`src/rtl/wta_layer_ctrl.sv`:
```
// ---------------------------------------------------------------------------
// wta_layer_ctrl
//
// Winner-take-all sequencer for one layer of thresholded neurons. Each input
// event waits for the synapse/adder pipeline to settle, scans every neuron
// output once, and reports the strongest non-zero neuron as a spike. Each
// neuron's threshold adapts afterwards: a winner's threshold is raised, and
// every threshold is lowered when nobody fired.
//
// Ports
//   i_clk          clock, everything on the rising edge
//   i_rst_n        synchronous active-low reset
//   i_event        one-cycle pulse, input event presented to the layer
//   i_neuronout    packed neuron outputs, neuron n at [n*p_vwidth +: p_vwidth]
//   i_learn_en     enables threshold adaptation in the UPDATE cycle
//   i_spike_ready  downstream accepts the pending spike
//   o_threshold    packed per-neuron thresholds, same packing as i_neuronout
//   o_spike_valid  winner spike pending
//   o_winner       winning neuron index, valid with o_spike_valid
//   o_busy         high in every state except IDLE
//   o_drop         pulse: an event arrived while busy and was discarded
// ---------------------------------------------------------------------------
module wta_layer_ctrl #(
    parameter int                  p_neurons = 4,
    parameter int                  p_vwidth  = 19,
    parameter int                  p_settle  = 2,
    parameter logic [p_vwidth-1:0] p_th_init = 19'd256,
    parameter logic [p_vwidth-1:0] p_th_inc  = 19'd16,
    parameter logic [p_vwidth-1:0] p_th_dec  = 19'd1,
    parameter logic [p_vwidth-1:0] p_th_min  = 19'd8,
    localparam int                 p_iw      = (p_neurons > 1) ? $clog2(p_neurons) : 1
) (
    input  logic                            i_clk,
    input  logic                            i_rst_n,
    input  logic                            i_event,
    input  logic [p_neurons*p_vwidth-1:0]   i_neuronout,
    input  logic                            i_learn_en,
    input  logic                            i_spike_ready,
    output logic [p_neurons*p_vwidth-1:0]   o_threshold,
    output logic                            o_spike_valid,
    output logic [p_iw-1:0]                 o_winner,
    output logic                            o_busy,
    output logic                            o_drop
);

    localparam int p_cw = (p_settle > 0) ? $clog2(p_settle + 1) : 1;

    typedef enum logic [2:0] {
        ST_IDLE,
        ST_SETTLE,
        ST_SCAN,
        ST_OUT,
        ST_UPDATE
    } state_e;

    state_e              state_q;
    logic [p_cw-1:0]     settle_cnt_q;
    logic [p_iw-1:0]     scan_idx_q;
    logic [p_iw-1:0]     winner_q;
    logic [p_vwidth-1:0] max_q;
    logic                found_q;
    logic                spike_valid_q;
    logic                busy_q;
    logic                drop_q;
    logic [p_vwidth-1:0] th_q [p_neurons];
    logic [p_vwidth-1:0] th_d [p_neurons];

    logic [p_vwidth-1:0] scan_val;
    logic                scan_gt;
    logic                found_d;
    logic                scan_last;

    // Raise a threshold, pinning at all-ones instead of wrapping.
    function automatic logic [p_vwidth-1:0] sat_inc(input logic [p_vwidth-1:0] v);
        logic [p_vwidth:0] s;
        s = {1'b0, v} + {1'b0, p_th_inc};
        return s[p_vwidth] ? {p_vwidth{1'b1}} : s[p_vwidth-1:0];
    endfunction

    // Lower a threshold but never below the floor; the compare is done one
    // bit wider so that floor+step cannot overflow.
    function automatic logic [p_vwidth-1:0] sat_dec(input logic [p_vwidth-1:0] v);
        logic [p_vwidth:0] lim;
        lim = {1'b0, p_th_min} + {1'b0, p_th_dec};
        return ({1'b0, v} >= lim) ? (v - p_th_dec) : p_th_min;
    endfunction

    // Live mux of the neuron currently being scanned. A loop compare keeps
    // indices beyond p_neurons-1 harmless for non-power-of-two layer sizes.
    always_comb begin
        scan_val = '0;
        for (int n = 0; n < p_neurons; n++) begin
            if (scan_idx_q == p_iw'(n)) begin
                scan_val = i_neuronout[n*p_vwidth +: p_vwidth];
            end
        end
    end

    // Strict compare against a running max that starts at zero: ties keep
    // the lower index and an all-zero neuron can never win.
    always_comb begin
        scan_gt   = (scan_val > max_q);
        found_d   = found_q | scan_gt;
        scan_last = (scan_idx_q == p_iw'(p_neurons - 1));
    end

    // Threshold adaptation, applied only on the edge leaving UPDATE.
    always_comb begin
        for (int n = 0; n < p_neurons; n++) begin
            th_d[n] = th_q[n];
            if (state_q == ST_UPDATE && i_learn_en) begin
                if (found_q) begin
                    if (winner_q == p_iw'(n)) begin
                        th_d[n] = sat_inc(th_q[n]);
                    end
                end else begin
                    th_d[n] = sat_dec(th_q[n]);
                end
            end
        end
    end

    // Sequencer and all registered outputs. Events arriving outside IDLE are
    // discarded and flagged through o_drop on the following cycle.
    always_ff @(posedge i_clk) begin
        if (!i_rst_n) begin
            state_q       <= ST_IDLE;
            settle_cnt_q  <= '0;
            scan_idx_q    <= '0;
            winner_q      <= '0;
            max_q         <= '0;
            found_q       <= 1'b0;
            spike_valid_q <= 1'b0;
            busy_q        <= 1'b0;
            drop_q        <= 1'b0;
            for (int n = 0; n < p_neurons; n++) begin
                th_q[n] <= p_th_init;
            end
        end else begin
            drop_q <= i_event && (state_q != ST_IDLE);
            for (int n = 0; n < p_neurons; n++) begin
                th_q[n] <= th_d[n];
            end

            case (state_q)
                ST_IDLE: begin
                    if (i_event) begin
                        state_q      <= ST_SETTLE;
                        settle_cnt_q <= '0;
                        busy_q       <= 1'b1;
                    end
                end

                ST_SETTLE: begin
                    if (settle_cnt_q == p_cw'(p_settle)) begin
                        state_q    <= ST_SCAN;
                        scan_idx_q <= '0;
                        max_q      <= '0;
                        found_q    <= 1'b0;
                        winner_q   <= '0;
                    end else begin
                        settle_cnt_q <= settle_cnt_q + p_cw'(1);
                    end
                end

                ST_SCAN: begin
                    found_q <= found_d;
                    if (scan_gt) begin
                        max_q    <= scan_val;
                        winner_q <= scan_idx_q;
                    end
                    if (scan_last) begin
                        state_q       <= found_d ? ST_OUT : ST_UPDATE;
                        spike_valid_q <= found_d;
                    end else begin
                        scan_idx_q <= scan_idx_q + p_iw'(1);
                    end
                end

                ST_OUT: begin
                    if (i_spike_ready) begin
                        state_q       <= ST_UPDATE;
                        spike_valid_q <= 1'b0;
                    end
                end

                ST_UPDATE: begin
                    state_q <= ST_IDLE;
                    busy_q  <= 1'b0;
                end

                default: begin
                    state_q       <= ST_IDLE;
                    spike_valid_q <= 1'b0;
                    busy_q        <= 1'b0;
                end
            endcase
        end
    end

    for (genvar g = 0; g < p_neurons; g++) begin : g_th_out
        assign o_threshold[g*p_vwidth +: p_vwidth] = th_q[g];
    end

    assign o_spike_valid = spike_valid_q;
    assign o_winner      = winner_q;
    assign o_busy        = busy_q;
    assign o_drop        = drop_q;

endmodule

```
`config.mk`:
```
export PLATFORM = sky130hd
export DESIGN_NAME = wta_layer_ctrl
export DESIGN_NICKNAME = d
export VERILOG_FILES = /design/src/rtl/wta_layer_ctrl.sv
export SDC_FILE = /design/constraint.sdc
export NUM_CORES = 1
export LEC_CHECK = 0
export CAP_MARGIN = 10
export CORE_MARGIN = 4
export CORE_UTILIZATION = 54
export DETAILED_ROUTE_END_ITERATION = 8
export GPL_TIMING_DRIVEN = 0
export PLACE_DENSITY_LB_ADDON = 0.25
export SYNTH_ARGS = -nofsm -noshare
export SYNTH_HDL_FRONTEND = slang
export SYNTH_SLANG_ARGS = --single-unit
```
`constraint.sdc`:
```
create_clock -name i_clk -period 4.85 [get_ports i_clk]
set_input_delay 0.97 -clock i_clk [delete_from_list [all_inputs] [get_ports i_clk]]
set_output_delay 0.97 -clock i_clk [all_outputs]
set_load 0.01 [all_outputs]
```
==> impl_metrics.json <==
{
  "wl_per_cell_um": 18.90,
  "r2r-start": "scan_idx_q[1]$_SDFFE_PN0P_",
  "crit_buf_inv": 4,
  "drt_iter0_markers": 1408,
  "max_cap_viol_count": 0,
  "crit_family": "buffers and inverters",
  "ys_top_cells_by_area": "dfxtp_1 25%, a21oi_1 5.7%, ha_1 5.7%",
  "ios": 162,
  "crit_slowest_cell": "dfxtp_1",
  "die_h_um": 135.1,
  "preCtsSetupSlack_ns": 0.8046,
  "rrSetupSlack_ns": 0.73,
  "start_util_pct": 54.94,
  "area_growth_pct": 24.76,
  "path_clk_slew_ns": 0.07,
  "hold_class": "reg2reg",
  "worstSetupEndpointType": "register",
  "synth_top_area_cell": "dfxtp_1",
  "setup_viol": 0,
  "hold_viol": 0,
  "relSlewSlack_pct": 37.09,
  "route.detailed.drc": 0,
  "async_flop_share_pct": 0,
  "dr.pass1.iters": 6,
  "finalWirelength_um": 30140,
  "path_max_fanout": 10,
  "reg2regPathDepth": 15,
  "synth-edff-count": 0,
  "synth_cell_types": 77,
  "fin_crit_ns": 4.124,
  "max_freq_mhz": 242.5,
  "cts-root-buf": "clkbuf_16",
  "cts_tree": "built",
  "worstPathRequired_ns": 5.14,
  "first_global_vias": 9426,
  "drtAntennaViolNets": 0,
  "seq_area_frac_synth_pct": 24.77,
  "ir_worst_vdd_mv": 0.1898,
  "track_usage_pct": 31.56,
  "skew_ns": 0.006468,
  "worst_slew_pin_slew_ns": 0.9437,
  "place_congestion": 0.9875,
  "cpPeakStageDelay_ns": 0.41,
  "clkLatencyLatePin_ns": 0.36,
  "grt_antenna_before_repair": 0,
  "antennaDiodeCount": 0,
  "crit_chain": "inv_1 -> ha_1 -> nor2b_1 -> clkbuf_1 -> clkbuf_1 -> a221oi_1 -> o31ai_1 -> ha_1 -> nand4_1 -> nor3_1 -> a221oi_1 -> nand3_1 -> nand3_1 -> buf_2 -> mux2i_1",
  "slew_violations": 0,
  "grt_overflow": 0,
  "holdPathStages": 2,
  "run_status": "finished, final reports clean",
  "layout.nets": 1498,
  "vias_per_cell": 6.462,
  "syn-num-nets": 1326,
  "p_leak_uw": 0.003942,
  "syn_area_sq_um": 8727,
  "cts.repair.resized": 0,
  "synthFlopType": "dfxtp_1",
  "hold_start": "max_q[17]$_SDFFE_PN0P_",
  "arrival_ns": 4.41,
  "ctsHoldBuffers": 0,
  "rsz0062_at_grt": "false",
  "htreeDepth": 3,
  "synth.top_cell.area_share_pct": 24.77,
  "power_density_nw_per_um2": 169.4,
  "die_x_um": 135.1,
  "vias": 10310,
  "cts_buffers": 9,
  "layout-drive-gt1-share_pct": 5.004,
  "port_buffers": 161,
  "worst_slack_ns": 0.7259,
  "stdcell_area_sq_um": 10890,
  "post-cts-setup-buffers": 0,
  "cts_buffer_depth": 2,
  "whs_endpoint": "max_q[17]$_SDFFE_PN0P_",
  "dp_hpwl_um": 21930,
  "crit_path_start_kind": "register",
  "grt_pass1_wl_um": 47130,
  "finalSetupTns_ns": 0,
  "criticalPathCategory": "reg2reg",
  "fin_crit_sh_pct": 85.03,
  "r2r_end": "max_q[7]$_SDFFE_PN0P_",
  "fillerInstances": 1415,
  "dieArea_sq_um": 18260,
  "cts.sinks": 108,
  "grt_max_degree": 16,
  "core_area_sq_um": 15890,
  "yosys_warnings": 0,
  "syn_inst": 1205,
  "rows": 46,
  "syn_avg_cell_area_sq_um": 7.242,
  "ys_seq_elements": 108,
  "placed_cell_area_sq_um": 10610
}
-- logic make-up (layout without fill, tap and decap cells) --
logic type	after synthesis	in the layout	synth area share, %
compound gates	373	373	27.60
flops	108	108	24.77
mux	24	24	2.767
fa+ha+maj	40	40	5.735
simple gates	475	475	28.47
buf+inv	151	325	7.240
xor+xnor	34	34	3.412
-- registers in the layout, summed over array words and instances (netlist names) --
| signal | count |
|---|---|
| found_q | 1 |
| o_winner | 2 |
| o_drop | 1 |
| settle_cnt_q | 2 |
| o_busy | 1 |
| state_q | 3 |
| o_spike_valid | 1 |
| max_q | 19 |
| th_q | 76 |
| scan_idx_q | 2 |
-- Yosys cell counts, types with 8 or more instances --
cell type	n
nand4_1	20
o22ai_1	11
xor2_1	8
o21ai_0	97
a221oi_1	25
xnor2_1	26
nor3_1	39
and2_1	8
nand2b_1	8
buf_2	26
o211ai_1	8
nor2_1	92
clkbuf_1	62
nor4_1	24
ha_1	40
or3_1	15
inv_1	51
nand3_1	59
nand2_1	117
a31oi_1	12
and3_1	19
o21a_1	16
a21oi_1	100
o31ai_1	24
nor2b_1	22
a211oi_1	14
mux2i_1	23
dfxtp_1	108
a22oi_1	8
-- metrics by stage --
stage,util (%),hold slack [ns],total power [uW],instances
final,68.54,0.4727,1844,1595
after global routing,68.54,0.5016,1890,1595
after CTS,68.54,0.4737,1835,1595
after detailed placement,66.78,0.4652,1108,1582
after global placement,66.78,0.4562,1104,1582
after floorplan,-,0.4498,1002,1205
-- layer usage --
| metal | wire length [um] | track usage, % | up-vias |
|---|---|---|---|
| met5 | 0 | 0 | - |
| met4 | 1380 | 15.57 | 0 |
| met3 | 3544 | 6.036 | 136 |
| met2 | 13570 | 51.85 | 702 |
| met1 | 11650 | 39.62 | 4654 |
| li1 | - | - | 4815 |
-- final cells by class --
| type | instances | area (sq um) | area share, % |
|---|---|---|---|
| tap | 216 | 270.3 | 2.482 |
| clock inverter | 3 | 40.04 | 0.3677 |
| sequential | 108 | 2162 | 19.86 |
| buffer | 100 | 440.4 | 4.045 |
| inverter | 51 | 191.4 | 1.758 |
| timing repair buffer | 161 | 1612 | 14.80 |
| multi-input combinational | 946 | 5933 | 54.49 |
| clock buffer | 10 | 239.0 | 2.195 |
-- worst max path at each step --
stage,from,endpoint,slack [ns],cells after the start
2_1_floorplan,scan_idx_q[1]$_SDFFE_PN0P_,max_q[10]$_SDFFE_PN0P_,1.52,15
3_3_place_gp,scan_idx_q[1]$_SDFFE_PN0P_,max_q[8]$_SDFFE_PN0P_,0.85,15
3_5_place_dp,scan_idx_q[1]$_SDFFE_PN0P_,max_q[7]$_SDFFE_PN0P_,0.80,15
4_1_cts,scan_idx_q[1]$_SDFFE_PN0P_,max_q[7]$_SDFFE_PN0P_,0.78,15
5_1_grt,scan_idx_q[1]$_SDFFE_PN0P_,max_q[7]$_SDFFE_PN0P_,0.40,15
6_report,scan_idx_q[1]$_SDFFE_PN0P_,max_q[7]$_SDFFE_PN0P_,0.73,15
-- power breakdown --
part           switching [uW]  leakage [uW]  internal [uW]
Clock                     348      0.000140            405
Sequential               3.39      0.000870            891
Combinational            96.6       0.00293            101
-- worst register-to-register path: stages (launching register included) --
cell and delay [ns]:
dfxtp_1 0.41, inv_1 0.09, ha_1 0.22, nor2b_1 0.14, clkbuf_1 0.39, clkbuf_1 0.37, a221oi_1 0.15, o31ai_1 0.33
ha_1 0.33, nand4_1 0.18, nor3_1 0.07, a221oi_1 0.38, nand3_1 0.20, nand3_1 0.22, buf_2 0.35, mux2i_1 0.24
-- placed cells by master (no fill, tap or decap), types with 23 or more instances in the layout --
cell type / n
dfxtp_1: 108
a21oi_1: 100
ha_1: 40
o21ai_0: 97
nor4_1: 24
xnor2_1: 26
o31ai_1: 24
clkbuf_1: 62
inv_1: 51
a221oi_1: 25
buf_2: 26
mux2i_1: 23
clkdlybuf4s50_1: 161
nor3_1: 39
nor2_1: 92
nand3_1: 59
nand2_1: 117
No activity file was read; power rests on OpenSTA's default activity.
